**src/rtl/program_loader.sv**
```systemverilog
// Boot-time instruction-memory loader: assembles a little-endian byte stream
// (word-count header, then payload words) into 32-bit writes at addresses 0..N-1.
module program_loader #(
    parameter int unsigned ADDR_WIDTH = 13
) (
    input  logic                  clk_i,
    input  logic                  reset_i,
    input  logic                  start_i,
    input  logic                  rx_valid_i,
    input  logic [7:0]            rx_data_i,
    output logic                  mem_we_o,
    output logic [ADDR_WIDTH-1:0] mem_addr_o,
    output logic [31:0]           mem_wdata_o,
    output logic                  busy_o,
    output logic                  done_o,
    output logic                  error_o,
    output logic [31:0]           checksum_o
);

    localparam int unsigned CNT_W    = ADDR_WIDTH + 1;
    localparam logic [32:0] CAPACITY = 33'(1) << ADDR_WIDTH;

    typedef enum logic [1:0] {
        S_IDLE,
        S_HEADER,
        S_DATA,
        S_FIN
    } state_e;

    state_e           state_q;
    logic [1:0]       byte_cnt_q;
    logic [CNT_W-1:0] word_cnt_q;
    logic [CNT_W-1:0] n_words_q;
    logic [23:0]      shift_q;

    logic [31:0]      word_c;
    logic [CNT_W-1:0] word_cnt_d;
    logic             last_byte_c;

    // The incoming byte lands in the top lane; after four bytes the first one is the LSB.
    assign word_c      = {rx_data_i, shift_q};
    assign word_cnt_d  = word_cnt_q + CNT_W'(1);
    assign last_byte_c = rx_valid_i && (byte_cnt_q == 2'd3);

    always_ff @(posedge clk_i) begin
        if (reset_i) begin
            state_q     <= S_IDLE;
            byte_cnt_q  <= 2'd0;
            word_cnt_q  <= '0;
            n_words_q   <= '0;
            shift_q     <= '0;
            mem_we_o    <= 1'b0;
            mem_addr_o  <= '0;
            mem_wdata_o <= '0;
            busy_o      <= 1'b0;
            done_o      <= 1'b0;
            error_o     <= 1'b0;
            checksum_o  <= '0;
        end else begin
            mem_we_o <= 1'b0;
            done_o   <= 1'b0;
            case (state_q)
                S_IDLE: begin
                    if (start_i) begin
                        state_q    <= S_HEADER;
                        busy_o     <= 1'b1;
                        byte_cnt_q <= 2'd0;
                        word_cnt_q <= '0;
                        checksum_o <= '0;
                        error_o    <= 1'b0;
                    end
                end
                S_HEADER: begin
                    if (rx_valid_i) begin
                        shift_q    <= word_c[31:8];
                        byte_cnt_q <= byte_cnt_q + 2'd1;
                    end
                    if (last_byte_c) begin
                        n_words_q <= word_c[CNT_W-1:0];
                        if (word_c == 32'd0) begin
                            // Empty load: the pulse is raised on entry to FIN.
                            state_q <= S_FIN;
                            done_o  <= 1'b1;
                            busy_o  <= 1'b0;
                        end else if ({1'b0, word_c} > CAPACITY) begin
                            state_q <= S_IDLE;
                            error_o <= 1'b1;
                            busy_o  <= 1'b0;
                        end else begin
                            state_q <= S_DATA;
                        end
                    end
                end
                S_DATA: begin
                    if (rx_valid_i) begin
                        shift_q    <= word_c[31:8];
                        byte_cnt_q <= byte_cnt_q + 2'd1;
                    end
                    if (last_byte_c) begin
                        mem_we_o    <= 1'b1;
                        mem_addr_o  <= word_cnt_q[ADDR_WIDTH-1:0];
                        mem_wdata_o <= word_c;
                        checksum_o  <= checksum_o + word_c;
                        word_cnt_q  <= word_cnt_d;
                        if (word_cnt_d == n_words_q) begin
                            state_q <= S_FIN;
                        end
                    end
                end
                S_FIN: begin
                    // After a data load the pulse trails the final write; after an
                    // empty load it was already raised, so it drops here.
                    state_q <= S_IDLE;
                    busy_o  <= 1'b0;
                    done_o  <= ~done_o;
                end
                default: state_q <= S_IDLE;
            endcase
        end
    end

endmodule

```
**config.mk**
```make
export PLATFORM = sky130hd
export DESIGN_NAME = program_loader
export DESIGN_NICKNAME = d
export VERILOG_FILES = /design/src/rtl/program_loader.sv
export SDC_FILE = /design/constraint.sdc
export NUM_CORES = 1
export LEC_CHECK = 0
export ABC_CLOCK_PERIOD_IN_PS = 3700
export CAP_MARGIN = 20
export CORE_ASPECT_RATIO = 1.25
export CORE_UTILIZATION = 51
export CTS_CLUSTER_DIAMETER = 60
export CTS_CLUSTER_SIZE = 16
export DETAILED_ROUTE_END_ITERATION = 12
export GPL_TIMING_DRIVEN = 0
export HOLD_SLACK_MARGIN = 0.1
export PLACE_DENSITY = 0.86
export SLEW_MARGIN = 10
export SYNTH_ARGS = -nofsm -noshare
export SYNTH_HDL_FRONTEND = slang
export SYNTH_SLANG_ARGS = --single-unit
```
**constraint.sdc**
```tcl
create_clock -name clk_i -period 3.7 [get_ports clk_i]
set_clock_uncertainty 0.15 [all_clocks]
set_input_delay 0.555 -clock clk_i [delete_from_list [all_inputs] [get_ports clk_i]]
set_output_delay 0.555 -clock clk_i [all_outputs]
set_load 0.01 [all_outputs]
```
==> metrics <==
fin crit period=3410 ps; Post-route DRC=0; H-tree depth=4; VDD IR max=0.000245 V; Post-CTS Hold Fix Bufs=0; clk sinks=approximately 140; Final Wtd Congestion=0.976; maximum net fanout on the critical path=10; Synth area leaders=dfxtp_1 (38%), nand2_1 (12%), a21oi_1 (8.9%), ha_1 (6.8%), xnor2_1 (3.3%); clk slew on worst S/H paths=60 ps; Slew Viols, Final=0; Pre-antenna DRT Iters=7; largest net degree at the start of global routing=17; Worst setup EP type=flip-flop; # rows=47; Yosys top cell by area=dfxtp_1; top-count cell post-synth=nand2_1; Setup Viol. Count Final=0; critical path arrival=3630 ps; f_max=293 MHz; Synth Flop Type=dfxtp_1; Seq cells post-synth=137; TritonCTS clock tree=done; Boundary Pins=93; worst skew pair latency=430 ps; register area share after synthesis=38.5%; Avg Inst Size Synth=7.71 µm²; clk root buf=clkbuf_16; Vias per Instance=6.00; CP max stage cell=nor2_1; CP required=3920 ps; status=complete, no violations; dpl cell area=8240 µm²; fin crit share=92.1%; total power per unit cell area=~390 nW/µm²; vias in the first global route=6985; Max-Slew Margin vs Limit=30.5%; Die Area=14500 µm²; maxcap violations=0; most instantiated cells after synthesis=nand2_1 (225), dfxtp_1 (137), a21oi_1 (127); post-synthesis async set-or-reset flop share=0%; Nets=1085; clock tree buffer depth=2; post-synthesis cell area=7130 µm²; startpoint types=flip-flop; EDFF count, synth=0; chip height=134 µm; hold crit path type=flip-flop to flip-flop; Final HPWL DP=15.8 mm; Final Core Density=around two thirds; yosys warns=0; vias=7284; initial core utilization=52.9%; Mapped Cells=between 900 and 1000; fin area=8830 µm²; port bufs=90; Final Power=3470 µW; antenna cells=0; total negative slack=0 ps; Most common cell on crit path=nand2_1; Final ANT Viol Nets=0; RSZ-0062 raised after global routing=no; Area growth syn-to-layout=23.9%; Die X=108 µm; Syn Nets=976; top cell type's share of synthesized area=38.5%; TritonCTS Buffers=17; Total Wirelength=21.5 mm; Tightest Pin Transition=1040 ps; share of cells above drive strength 1=5.17%; P_leak=about 0.0032 µW; WL per Instance=17.7 µm; Detailed Route Iter0 Violations=approximately 560; core area=13500 µm²; initial antenna violation count=0; Setup CP Type=flip-flop to flip-flop; Netlist cell types=66; Layout fillers=1149; gr usage total=between 30% and 40%; CP peak stage delay=around 710 ps; first-pass GRT wire length=34.0 mm; grt ovf=0; crit-path cells=inv_1 > ha_1 > and3_1 > clkbuf_1 > nand2_1 > nor2_1 > nand3_1 > mux2i_1 > a21oi_1 > nand2_1; final hold viol count=0
==> power breakdown <==
| part | switching [µW] | internal [µW] |
|---|---|---|
| Combinational | 190 | 79.5 |
| Sequential | 20.5 | 1490 |
| Clock | 652 | 1040 |
| Total | 862 | 2610 |
==> stage by stage <==
stage / cells / setup slack (ps) / hold slack, ps
finish: 1215 / 291 / 302
global route: 1215 / 171 / 327
CTS: 1215 / 175 / 304
detailed placement: 1185 / 208 / 297
global placement: 1185 / 232 / 292
floorplan: 924 / 960 / 298
==> worst max-delay path: cells and delay by family (launching register included) <==
kind	cells	cell delay (ps)
AO/OA/AOI/OAI	1	50
adder cells (fa/ha/maj)	1	440
buffers and inverters	2	630
flip-flops	1	350
multiplexers	1	160
AND/OR/NAND/NOR	5	1570
==> cells in the final DEF, fill, tap and decap left out, types with 12 or more instances in the layout <==
cell             netlist  final
a21oi_1              127    127
a22oi_1               12     12
clkbuf_1              39     39
clkbuf_16              0     17
clkdlybuf4s50_1        0     90
dfxtp_1              137    137
ha_1                  39     39
inv_1                 15     15
nand2_1              225    225
nand3_1               26     26
nor2_1                62     62
nor4_1                12     12
o21ai_0               30     30
xnor2_1               27     27
xor2_1                13     13
==> area by class of cell <==
cell class                      instances  area, µm²  share of cell area (%)
Multi-Input combinational cell        718       4110                    46.5
Sequential cell                       137       2740                    31.1
Timing Repair Buffer                   90        901                    10.2
Clock buffer                           20        467                    5.29
Buffer                                 54        223                    2.52
Tap cell                              171        214                    2.42
Clock inverter                         10        120                    1.36
Inverter                               15       56.3                   0.638
==> kinds of logic (layout without fill, tap and decap cells) <==
group,Yosys count,after routing,share of synthesized area (%)
buf+inv,69,189,3.91
simple gates,390,390,24.1
xor+xnor,40,40,4.91
compound gates,239,239,20.2
fa+ha+maj,40,40,7.13
mux,9,9,1.32
flops,137,137,38.5
==> repair_timing <==
| item | CTS | global route |
|---|---|---|
| buffers inserted | 0 | 0 |
| endpoints found under the setup margin | 0 | 1 |
| resized for setup | 0 | 1 |
==> registers in the layout, summed over array words and instances, names as in the netlist, named ones only <==
register / count
byte_cnt_q: 2
mem_wdata_o: 32
busy_o: 1
mem_addr_o: 13
word_cnt_q: 14
n_words_q: 14
mem_we_o: 1
checksum_o: 32
error_o: 1
shift_q: 24
done_o: 1
state_q: 1
==> layer usage <==
metal | track usage, % | part of all wire (%)
met3 | 6.12 | 7.6
met5 | 0 | 0
met1 | 34.0 | 38
met4 | 21.8 | 5.6
met2 | 51.4 | 49
==> path summary, 6_finish.rpt <==
kind                  from        endpoint  slack [ps]  depth (start not counted)
max             state_q[0]  checksum_o[24]         290                         10
min          mem_addr_o[4]   mem_addr_o[4]         300                          2
max reg2reg     state_q[0]  checksum_o[24]         290                         10
min reg2reg  mem_addr_o[4]   mem_addr_o[4]         300                          2
(Power assumes the default switching activity.)
